--- config.mk ---
export PLATFORM = sky130hd
export DESIGN_NAME = cache_mem_arbiter
export DESIGN_NICKNAME = d
export VERILOG_FILES = /design/src/rtl/cache_mem_arbiter.sv
export SDC_FILE = /design/constraint.sdc
export NUM_CORES = 1
export LEC_CHECK = 0
export CAP_MARGIN = 20
export CORE_AREA = 2 2 192 194
export DETAILED_ROUTE_END_ITERATION = 10
export DIE_AREA = 0 0 194 196
export PLACE_DENSITY_LB_ADDON = 0.1
export SYNTH_ARGS = -nofsm -noshare
export SYNTH_HDL_FRONTEND = slang
export SYNTH_SLANG_ARGS = --single-unit
--- constraint.sdc ---
create_clock -name clk -period 5.2 [get_ports clk]
set_input_delay 1.04 -clock clk [delete_from_list [all_inputs] [get_ports clk]]
set_output_delay 1.04 -clock clk [all_outputs]
set_load 0.1 [all_outputs]
--- src/rtl/cache_mem_arbiter.sv ---
// Round-robin arbiter sharing one memory port between icache and dcache.
// Latches the granted request and gates the memory response back to it.
module cache_mem_arbiter #(
  parameter int ADDR_WIDTH = 32,
  parameter int DATA_WIDTH = 64
) (
  input  logic                  clk,
  input  logic                  rst,
  input  logic [ADDR_WIDTH-1:0] icache_dfp_addr,
  input  logic                  icache_dfp_read,
  input  logic                  icache_dfp_write,
  input  logic [DATA_WIDTH-1:0] icache_dfp_wdata,
  output logic [DATA_WIDTH-1:0] icache_dfp_rdata,
  output logic                  icache_dfp_resp,
  input  logic [ADDR_WIDTH-1:0] dcache_dfp_addr,
  input  logic                  dcache_dfp_read,
  input  logic                  dcache_dfp_write,
  input  logic [DATA_WIDTH-1:0] dcache_dfp_wdata,
  output logic [DATA_WIDTH-1:0] dcache_dfp_rdata,
  output logic                  dcache_dfp_resp,
  output logic [ADDR_WIDTH-1:0] dfp_addr,
  output logic                  dfp_read,
  output logic                  dfp_write,
  output logic [DATA_WIDTH-1:0] dfp_wdata,
  input  logic [DATA_WIDTH-1:0] dfp_rdata,
  input  logic                  dfp_resp
);

  typedef enum logic [1:0] {
    IDLE    = 2'd0,
    GRANT_I = 2'd1,
    GRANT_D = 2'd2
  } state_e;

  state_e                state_q, state_d;
  logic                  last_d_q, last_d_d;
  logic [ADDR_WIDTH-1:0] addr_q, addr_d;
  logic [DATA_WIDTH-1:0] wdata_q, wdata_d;
  logic                  read_q, read_d;
  logic                  write_q, write_d;

  logic req_i;
  logic req_d;

  assign req_i = icache_dfp_read | icache_dfp_write;
  assign req_d = dcache_dfp_read | dcache_dfp_write;

  assign dfp_addr  = addr_q;
  assign dfp_wdata = wdata_q;
  assign dfp_read  = read_q;
  assign dfp_write = write_q;

  assign icache_dfp_rdata = dfp_rdata;
  assign dcache_dfp_rdata = dfp_rdata;

  // State and latched memory request; reset returns to IDLE with icache favoured.
  always_ff @(posedge clk) begin
    if (rst) begin
      state_q  <= IDLE;
      last_d_q <= 1'b1;
      addr_q   <= '0;
      wdata_q  <= '0;
      read_q   <= 1'b0;
      write_q  <= 1'b0;
    end else begin
      state_q  <= state_d;
      last_d_q <= last_d_d;
      addr_q   <= addr_d;
      wdata_q  <= wdata_d;
      read_q   <= read_d;
      write_q  <= write_d;
    end
  end

  // Arbitrate in IDLE, hold the granted request, route resp to the owner.
  always_comb begin
    state_d         = state_q;
    last_d_d        = last_d_q;
    addr_d          = addr_q;
    wdata_d         = wdata_q;
    read_d          = read_q;
    write_d         = write_q;
    icache_dfp_resp = 1'b0;
    dcache_dfp_resp = 1'b0;
    unique case (state_q)
      IDLE: begin
        if (req_i && (!req_d || last_d_q)) begin
          state_d  = GRANT_I;
          last_d_d = 1'b0;
          addr_d   = icache_dfp_addr;
          wdata_d  = icache_dfp_wdata;
          write_d  = icache_dfp_write;
          read_d   = icache_dfp_read & ~icache_dfp_write;
        end else if (req_d) begin
          state_d  = GRANT_D;
          last_d_d = 1'b1;
          addr_d   = dcache_dfp_addr;
          wdata_d  = dcache_dfp_wdata;
          write_d  = dcache_dfp_write;
          read_d   = dcache_dfp_read & ~dcache_dfp_write;
        end
      end
      GRANT_I: begin
        icache_dfp_resp = dfp_resp;
        if (dfp_resp) begin
          read_d  = 1'b0;
          write_d = 1'b0;
          state_d = IDLE;
        end
      end
      GRANT_D: begin
        dcache_dfp_resp = dfp_resp;
        if (dfp_resp) begin
          read_d  = 1'b0;
          write_d = 1'b0;
          state_d = IDLE;
        end
      end
      default: state_d = IDLE;
    endcase
  end

endmodule

After elaboration in Yosys (flattened, before gate mapping) --
Cells that the tools add are included.
Cells by class: equal/unequal tests 4, bitwise logic cells 6, muxes and demuxes 19, reductions and logical operators 10
Operators with widths (number):
- $mux W64 | 2
- $mux W32 | 2
- $mux W1 | 9
- $mux W2 | 3
- $pmux W1 S2 | 2
- $pmux W2 S2 | 1
- $reduce_and A2 Y1 | 2
- $reduce_bool A2 Y1 | 2
- $ne A3 B3 Y1 const B | 1
- $reduce_and A3 Y1 | 1
- $and A1 B1 Y1 | 2
- $eq A2 B1 Y1 const B | 1
- $eq A2 B2 Y1 const B | 1
- $logic_not A2 Y1 | 1
- $ne A2 B1 Y1 const B | 1
- $not A1 Y1 | 2
- $or A1 B1 Y1 | 2
- $reduce_or A2 Y1 | 1
- $logic_and A1 B1 Y1 | 1
- $logic_not A1 Y1 | 1
- $logic_or A1 B1 Y1 | 1
Word-level totals: bits of input ports 263, bits in registers 101

Depth between registers and ports, before layout --
Gate-level depths: netlist of the first run.
depth in word-level cells 6, gate-level depth with buffers 8, depth with buffers taken out 6

Worst setup path after synthesis of the first run --
No wires, ideal clock.
path kind in2out, start point in dfp_resp, end point out dcache_dfp_resp, path slack 2.383 ns, stages 1, data arrival time 1.777 ns, path through and2_1
Between the ends: longest elaborated chain between the ends 1
RTL lines:
- start: declaration | RTL line 26 | input logic dfp_resp
- $mux W1 | RTL line 85 | unique case (state_q)
- end: declaration | RTL line 20 | output logic dcache_dfp_resp,
Every way passes these cells.

==> results of run 1 <==
==> power by group <==
part | internal, uW | leakage [uW] | switching, uW | total [uW]
registers | 960 | 0.000838 | 101 | 1060
clock network | 428 | 0.000151 | 350 | 778
logic | 640 | 0.00235 | 1740 | 2380
total | 2030 | 0.00334 | 2190 | 4210
==> registers in the layout (all words and copies together) (netlist names) <==
signal,cells
last_d_q,1
state_q,2
dfp_read,1
dfp_wdata,64
dfp_write,1
dfp_addr,32
==> layout make-up <==
cell class | instances | area, um^2 | share of cell area
repair buffers | 304 | 3020 | 0.376
multi-input cells | 295 | 2060 | 0.257
flip-flops and latches | 101 | 2020 | 0.252
well taps | 468 | 586 | 0.0730
clock buffers | 10 | 229 | 0.0285
clock inverters | 6 | 95.1 | 0.0119
inverters | 2 | 7.51 | 0.000936
diodes | 2 | 5.00 | 0.000624
==> synthesized netlist by cell type (2+ instances only) <==
master and n:
dfxtp_1 101, a22o_1 10, a22o_2 56, ha_1 3, or2_2 2, inv_1 2, buf_2 8, buf_6 12
a21oi_1 3, and2_1 2, a21o_2 17, nand2b_1 3, a311oi_1 33, buf_4 128, a21o_1 46, nand2_1 67
nor2_1 38, clkbuf_1 17
==> worst max-delay path by stage <==
stage	startpoint	to	slack [ns]
after floorplan	dfp_resp	dcache_dfp_resp	2.38
after global placement	rst	dfp_wdata[39]	1.48
after detailed placement	rst	dfp_wdata[38]	1.45
after CTS	rst	dfp_wdata[1]	1.86
after global routing	rst	dfp_wdata[40]	1.73
final	rst	dfp_wdata[42]	1.85
==> metal layers <==
metal / vias to the layer above / part of all wire / wire length, um / GRT usage
li1: 2154 / - / - / -
met1: 2142 / 0.41 / 8470 / 0.118
met2: 266 / 0.46 / 9360 / 0.172
met3: 46 / 0.11 / 2230 / 0.0579
met4: 2 / 0.023 / 466 / 0.0421
met5: - / 0.00063 / 13 / 0
==> worst reg2reg max path: cells and delay by family, from the launching register on <==
kind / cells / cell delay (ns)
compound gates: 2 / 0.47
flops: 1 / 0.48
buf+inv: 1 / 0.65
simple gates: 2 / 0.68
==> cell families (layout without fill, tap and decap cells) <==
kind of cell | count (synthesis) | in the layout | synth area share
buf+inv | 167 | 322 | 0.229
flops | 101 | 101 | 0.383
other cells | 0 | 2 | 0
simple gates | 120 | 120 | 0.0947
compound gates | 172 | 172 | 0.287
fa+ha+maj | 3 | 3 | 0.00711
==> per-stage QoR <==
step	hold WS (ns)	area, um^2	worst slack (ns)	util
after floorplan	0.468	5280	2.38	-
after detailed placement	0.477	7690	1.45	0.213
final	0.487	8020	1.85	0.222
after global placement	0.477	7690	1.48	0.213
after global routing	0.511	8020	1.73	0.222
after CTS	0.495	8020	1.86	0.222
==> impl_metrics.env, run 1 <==
export IMPL_crit_path_end_kind="register"
export IMPL_worstHoldPathCells=1
export IMPL_crit_path_max_incr_delay_ns=0.87
export IMPL_start_util=0.146
export IMPL_drc_errors=0
export IMPL_clock_latency_ns=0.37
export IMPL_clk_pin_slew_ns=0.08
export IMPL_synth_edf_count=0
export IMPL_crit_required_ns=5.52
export IMPL_worst_r2r_endpoint="dfp_wdata[35]"
export IMPL_std_cell_rows=70
export IMPL_grt_pass1_vias=4900
export IMPL_maxCapViolations=0
export IMPL_ioPinCount=491
export IMPL_fp_dieW_um=194
export IMPL_synthTopCellsByArea="dfxtp_1 (38%), buf_4 (18%), a22o_2 (11%)"
export IMPL_r2r_cells=5
export IMPL_synthDominantCellAreaShare=0.383
export IMPL_grt_pass1_wl_mm=30.6
export IMPL_final_cells=1188
export IMPL_antenna_found_initial=2
export IMPL_final_cell_mix="clkdlybuf4s50_1 (295), dfxtp_1 (101), nand2_1 (67)"
export IMPL_num_nets_final=979
export IMPL_worst_path_max_fanout=64
export IMPL_num_fill_cells=3934
export IMPL_path_buf_inv=2
export IMPL_die_area_um2=38000
export IMPL_synth_seq_cells=101
export IMPL_layout_drive_gt1_share=0.149
export IMPL_async_reset_ff_frac=0
export IMPL_gp_congestion=0.720
export IMPL_via_per_inst=3.88
export IMPL_layout_commonest_cell="clkdlybuf4s50_1"
export IMPL_cp_slowest_cell="clkdlybuf4s50_1"
export IMPL_cts_buffer_depth=2
export IMPL_power_density_nw_per_um2=525
export IMPL_cp_arrival_ns=3.67
export IMPL_htreeDepth=3
export IMPL_core_area_um2=36100
export IMPL_status="finished, final reports clean"
export IMPL_synth_distinct_cells=33
export IMPL_yosys_warnings=0
export IMPL_slew_headroom=0.268
export IMPL_firstDrtPassIters=4
export IMPL_setup_viol=0
export IMPL_tns_ns=0
export IMPL_crit_path_start_kind="primary input"
export IMPL_grt_util_all_layers=0.107
export IMPL_drtIter0Drc=150
export IMPL_clkSinkCount=101
export IMPL_cts_setup_buffers=0
export IMPL_min_to="dfp_read"
export IMPL_slew_viol_final=0
export IMPL_min_path_type="register to register"
export IMPL_cts_made_buffers=9
export IMPL_synth_avg_cell_area_um2=9.38
export IMPL_num_vias=4610
export IMPL_reg2reg_from="last_d_q"
export IMPL_reg2reg_slack_ns=2.87
export IMPL_syn_to_final_growth_pct=51.9
export IMPL_grt_max_degree=69
export IMPL_finalHoldViolations=0
export IMPL_worst_slew_pin_slew_ns=1.10
export IMPL_dp_cells=1170
export IMPL_hp_start="dfp_read"
export IMPL_crit_family="buffers and inverters"
export IMPL_finalCriticalPeriod_ns=3.35
export IMPL_ir_drop_v=0.000257
export IMPL_rsz0062_at_grt="no"
export IMPL_dieHeight_um=196
export IMPL_place_hpwl_mm=14.8
export IMPL_critical_path_class="primary input to register"
export IMPL_skew_ns=0.00975
export IMPL_cts_tree="done"
export IMPL_grt_ovfl_total=0
export IMPL_post_route_period_util=0.644
export IMPL_drtAntennaViolNets=0
export IMPL_total_power_uw=4210
export IMPL_routed_wl_mm=20.5
export IMPL_port_buffers=298
export IMPL_synthCells=563
export IMPL_yosysSeqAreaShare=0.383
export IMPL_cp_depth=6
export IMPL_wl_per_cell_um=17.3
export IMPL_path_cells="clkdlybuf4s50_1 > or2b_4 > a211oi_4 > buf_4 > a22o_2 > a21o_1"
export IMPL_max_clock_freq_ghz=0.299
export IMPL_cts_root_buf="clkbuf_16"
export IMPL_synthFlopType="dfxtp_1"
export IMPL_yosysTopAreaCell="dfxtp_1"
export IMPL_p_leak_uw=0.00334
export IMPL_cts_resized_gates=0
export IMPL_hold_buffers=0
export IMPL_synth_area_um2=5280
export IMPL_synth_nets=829
Note: power is estimated with default switching activity, not from simulation.
==> run 2: changes to the inputs <==
--- a/config.mk
+++ b/config.mk
@@ -6,9 +6,9 @@
 export NUM_CORES = 1
 export LEC_CHECK = 0
 export CAP_MARGIN = 20
-export CORE_AREA = 2 2 192 194
+export CORE_AREA = 2 2 194 196
 export DETAILED_ROUTE_END_ITERATION = 10
-export DIE_AREA = 0 0 194 196
+export DIE_AREA = 0 0 196 198
 export PLACE_DENSITY_LB_ADDON = 0.1
 export SYNTH_ARGS = -nofsm -noshare
 export SYNTH_HDL_FRONTEND = slang
==> constraint.sdc (replaced) <==
create_clock -name clk -period 2.7 [get_ports clk]
set_input_delay 0.54 -clock clk [delete_from_list [all_inputs] [get_ports clk]]
set_output_delay 0.54 -clock clk [all_outputs]
set_load 0.1 [all_outputs]
==> impl_metrics.env, run 2 (synthesized netlist as in run 1, its figures left out) <==
export IMPL_firstDrtPassIters=4
export IMPL_final_cells=1202
export IMPL_slew_headroom=0.744
export IMPL_gp_congestion=0.682
export IMPL_hold_buffers=0
export IMPL_finalHoldViolations=0
export IMPL_grt_ovfl_total=0
export IMPL_multi_input_comb_area_um2=2060
export IMPL_path_cells="clkdlybuf4s50_1 > o41a_2 > nor2_4 > buf_12 > buf_12 > a22o_1 > a21o_1"
export IMPL_syn_to_final_growth_pct=50.9
export IMPL_num_vias=4550
export IMPL_worst_slew_pin_slew_ns=0.384
export IMPL_drtAntennaViolNets=0
export IMPL_power_density_nw_per_um2=1020
export IMPL_r2r_cells=7
export IMPL_cts_setup_buffers=0
export IMPL_dieHeight_um=198
export IMPL_cp_arrival_ns=2.36
export IMPL_p_leak_uw=0.00358
export IMPL_cts_resized_gates=0
export IMPL_num_antenna_cells=0
export IMPL_num_nets_final=989
export IMPL_post_route_period_util=0.758
export IMPL_seq_area_um2=2020
export IMPL_maxCapViolations=0
export IMPL_wl_per_cell_um=16.9
export IMPL_clock_latency_ns=0.37
export IMPL_min_path_type="register to register"
export IMPL_place_hpwl_mm=14.9
export IMPL_cts_made_buffers=9
export IMPL_crit_path_start_kind="primary input"
export IMPL_clk_pin_slew_ns=0.08
export IMPL_via_per_inst=3.79
export IMPL_drc_errors=0
export IMPL_crit_top_cell="buf_12"
export IMPL_htreeDepth=3
export IMPL_setup_viol=0
export IMPL_die_area_um2=38800
export IMPL_finalCriticalPeriod_ns=2.05
export IMPL_grt_max_degree=69
export IMPL_largest_register_ffs=64
export IMPL_worstHoldPathCells=1
export IMPL_grt_pass1_wl_mm=29.1
export IMPL_ioPinCount=491
export IMPL_ir_drop_v=0.000342
export IMPL_port_buffers=298
export IMPL_crit_required_ns=3.02
export IMPL_fp_dieW_um=196
export IMPL_final_cell_mix="clkdlybuf4s50_1 (198), buf_4 (107), dfxtp_1 (101)"
export IMPL_cts_tree="done"
export IMPL_antenna_found_initial=0
export IMPL_clkSinkCount=101
export IMPL_core_area_um2=37000
export IMPL_start_util=0.143
export IMPL_skew_ns=0.00888
export IMPL_num_fill_cells=4071
export IMPL_grt_pass1_vias=4473
export IMPL_status="finished, final reports clean"
export IMPL_cp_slowest_cell="o41a_2"
export IMPL_utilization=0.216
export IMPL_std_cell_rows=71
export IMPL_cts_buffer_depth=2
export IMPL_routed_wl_mm=20.3
export IMPL_dp_cells=1186
export IMPL_crit_path_end_kind="register"
export IMPL_max_clock_freq_ghz=0.488
export IMPL_rsz0062_at_grt="no"
export IMPL_total_power_uw=8130
export IMPL_cts_root_buf="clkbuf_16"
export IMPL_slew_viol_final=0
export IMPL_tns_ns=0
export IMPL_layout_commonest_cell="clkdlybuf4s50_1"
export IMPL_crit_path_max_incr_delay_ns=0.56
export IMPL_layout_drive_gt1_share=0.295
export IMPL_grt_util_all_layers=0.101
export IMPL_drtIter0Drc=135
export IMPL_critical_path_class="primary input to register"
export IMPL_worst_path_max_fanout=26
-- run 2: cell count changes in the layout (fill, tap and decap cells not counted), sizes merged --
cell           delta
buf             +107
clkdlybuf4s50    -97
clkinv            +3
clkinvlp          -1
diode             -2
inv               -2
-- run 2: critical path: cells and delay by family --
family	cells	cell delay (ns)
AOI/OAI and AO/OA	3	0.78
buffers and inverters	3	0.90
and+or+nand+nor	1	0.13
-- run 2: layer usage --
metal / part of all wire / vias to the layer above / wire length [um] / global-route usage
li1: - / 2168 / - / -
met1: 0.43 / 2072 / 8850 / 0.123
met2: 0.43 / 281 / 8690 / 0.151
met3: 0.12 / 29 / 2400 / 0.0497
met4: 0.020 / 0 / 399 / 0.0441
met5: 0 / - / 0 / 0
-- run 2: worst paths after layout --
path | startpoint | end | slack (ns)
setup reg to reg | state_q[0] | dfp_wdata[20] | 0.72
hold / removal | dfp_read | dfp_read | 0.49
setup / recovery | dcache_dfp_write | dfp_wdata[60] | 0.65
hold reg to reg | dfp_read | dfp_read | 0.49
-- run 2: where the power goes --
| group | switching, uW | total, uW | internal (uW) |
|---|---|---|---|
| combinational | 3360 | 4560 | 1200 |
| clock | 683 | 1520 | 839 |
| sequential | 197 | 2050 | 1850 |
-- run 2: cell type report --
| cell class | instances | area share |
|---|---|---|
| repair buffers | 314 | 0.372 |
| clock inverters | 6 | 0.0108 |
| multi-input cells | 295 | 0.258 |
| inverters | 2 | 0.000942 |
| flip-flops and latches | 101 | 0.254 |
| clock buffers | 10 | 0.0300 |
| well taps | 474 | 0.0744 |
-- run 2: metrics by stage --
stage	setup slack (ns)	hold WS (ns)	instance area (um^2)
floorplan	0.883	0.468	5280
global placement	0.257	0.477	7650
detailed placement	0.264	0.474	7650
CTS	0.670	0.494	7970
global route	0.565	0.507	7970
finish	0.653	0.494	7970
==> run 3: changes to the inputs <==
--- a/config.mk
+++ b/config.mk
@@ -6,9 +6,9 @@
 export NUM_CORES = 1
 export LEC_CHECK = 0
 export CAP_MARGIN = 20
-export CORE_AREA = 2 2 194 196
+export CORE_AREA = 2 2 190 192
 export DETAILED_ROUTE_END_ITERATION = 10
-export DIE_AREA = 0 0 196 198
+export DIE_AREA = 0 0 192 194
 export PLACE_DENSITY_LB_ADDON = 0.1
 export SYNTH_ARGS = -nofsm -noshare
 export SYNTH_HDL_FRONTEND = slang
==> constraint.sdc (replaced) <==
create_clock -name clk -period 2.1 [get_ports clk]
set_input_delay 0.42 -clock clk [delete_from_list [all_inputs] [get_ports clk]]
set_output_delay 0.42 -clock clk [all_outputs]
set_load 0.1 [all_outputs]
==> impl_metrics.env, run 3 (synthesized netlist as in run 1, its figures left out) <==
export IMPL_status="finished, final reports clean"
export IMPL_cts_root_buf="clkbuf_16"
export IMPL_cts_setup_buffers=0
export IMPL_crit_path_max_incr_delay_ns=0.34
export IMPL_grt_pass1_vias=4756
export IMPL_multi_input_comb_area_um2=2060
export IMPL_max_clock_freq_ghz=0.517
export IMPL_tns_ns=0
export IMPL_port_buffers=298
export IMPL_dieHeight_um=194
export IMPL_syn_to_final_growth_pct=50.5
export IMPL_crit_required_ns=2.42
export IMPL_num_antenna_cells=0
export IMPL_rsz0062_at_grt="no"
export IMPL_finish_instance_area_um2=7950
export IMPL_cts_made_buffers=9
export IMPL_grt_max_degree=67
export IMPL_crit_path_start_kind="register"
export IMPL_ioPinCount=491
export IMPL_finalCriticalPeriod_ns=1.94
export IMPL_min_path_type="register to register"
export IMPL_crit_family="compound AO/OA/AOI/OAI gates"
export IMPL_cp_arrival_ns=2.25
export IMPL_drtAntennaViolNets=0
export IMPL_worst_slew_pin_slew_ns=0.479
export IMPL_grt_pass1_wl_mm=28.5
export IMPL_cts_tree="done"
export IMPL_pre_cts_slack_ns=-0.182
export IMPL_grt_ovfl_total=0
export IMPL_drc_errors=0
export IMPL_std_cell_rows=69
export IMPL_clk_pin_slew_ns=0.08
export IMPL_crit_path_end_kind="register"
export IMPL_hold_ws_ns=0.491
export IMPL_num_vias=4622
export IMPL_maxCapViolations=0
export IMPL_htreeDepth=3
export IMPL_seq_area_um2=2020
export IMPL_largest_register_ffs=64
export IMPL_worst_slack_ns=0.165
export IMPL_layout_commonest_cell="clkdlybuf4s50_1"
export IMPL_drtIter0Drc=142
export IMPL_clock_latency_ns=0.37
export IMPL_path_buf_inv=2
export IMPL_reg2reg_from="state_q[0]"
export IMPL_hold_buffers=0
export IMPL_routed_wl_mm=20.0
export IMPL_layout_drive_gt1_share=0.294
export IMPL_grt_util_all_layers=0.102
export IMPL_place_hpwl_mm=15.1
export IMPL_p_leak_uw=0.00358
export IMPL_final_cell_mix="clkdlybuf4s50_1 (198), buf_4 (108), dfxtp_1 (101)"
export IMPL_start_util=0.150
export IMPL_cts_buffer_depth=2
export IMPL_fp_dieW_um=192
export IMPL_core_area_um2=35200
export IMPL_ir_drop_v=0.000499
export IMPL_hp_start="dfp_read"
export IMPL_antenna_found_initial=2
export IMPL_num_fill_cells=3832
export IMPL_placed_cell_area_um2=7690
export IMPL_worst_path_max_fanout=49
export IMPL_num_nets_final=993
export IMPL_worstSetupStartpoint="state_q[0]"
export IMPL_power_density_nw_per_um2=1280
export IMPL_clkSinkCount=101
export IMPL_via_per_inst=3.88
export IMPL_slew_viol_final=0
export IMPL_die_area_um2=37200
export IMPL_dp_cells=1177
export IMPL_slew_headroom=0.681
export IMPL_gp_congestion=0.738
export IMPL_finalHoldViolations=0
export IMPL_path_cells="inv_1 > ha_1 > or2b_4 > a211oi_4 > buf_12 > a22o_2 > a21o_1"
export IMPL_wl_per_cell_um=16.8
export IMPL_final_cells=1192
export IMPL_post_route_period_util=0.922
export IMPL_critical_path_class="register to register"
export IMPL_skew_ns=0.00796
export IMPL_cp_slowest_cell="or2b_4"
export IMPL_setup_viol=0
export IMPL_firstDrtPassIters=4
run 3: final cells by class:
cell class	instances	area share
Sequential cell	101	0.254
Multi-Input combinational cell	295	0.259
Clock buffer	13	0.0315
Inverter	2	0.000944
Clock inverter	2	0.00126
Tap cell	461	0.0726
Timing Repair Buffer	318	0.380
run 3: repair_timing:
item / 4_1_cts / 5_1_grt
setup endpoints to repair: 0 / 23
gates resized for setup: 0 / 1
endpoints found under the hold margin: 0 / 0
run 3: per-stage QoR:
| stage | utilization | power, uW |
|---|---|---|
| 2_1_floorplan | - | 8150 |
| 3_3_place_gp | 0.218 | 8580 |
| 3_5_place_dp | 0.218 | 8610 |
| 4_1_cts | 0.226 | 10300 |
| 5_1_grt | 0.226 | 10600 |
| 6_report | 0.226 | 10200 |
run 3: final timing paths:
check | end | slack [ns] | depth (start not counted)
worst max-delay path | dfp_wdata[42] | 0.16 | 7
worst max register to register | dfp_wdata[42] | 0.16 | 7
worst min-delay path | dfp_read | 0.49 | 1
worst min register to register | dfp_read | 0.49 | 1
run 3: routing by layer:
layer	track usage	part of all wire
met4	0.0464	0.022
met3	0.0529	0.13
met1	0.115	0.42
met2	0.159	0.43
met5	0	0.0010
run 3: where the power goes:
part / total, uW / internal, uW / switching [uW] / leakage, uW
Clock: 1640 / 830 / 810 / 0.000129
Sequential: 2650 / 2380 / 269 / 0.000838
Combinational: 5880 / 1560 / 4310 / 0.00262
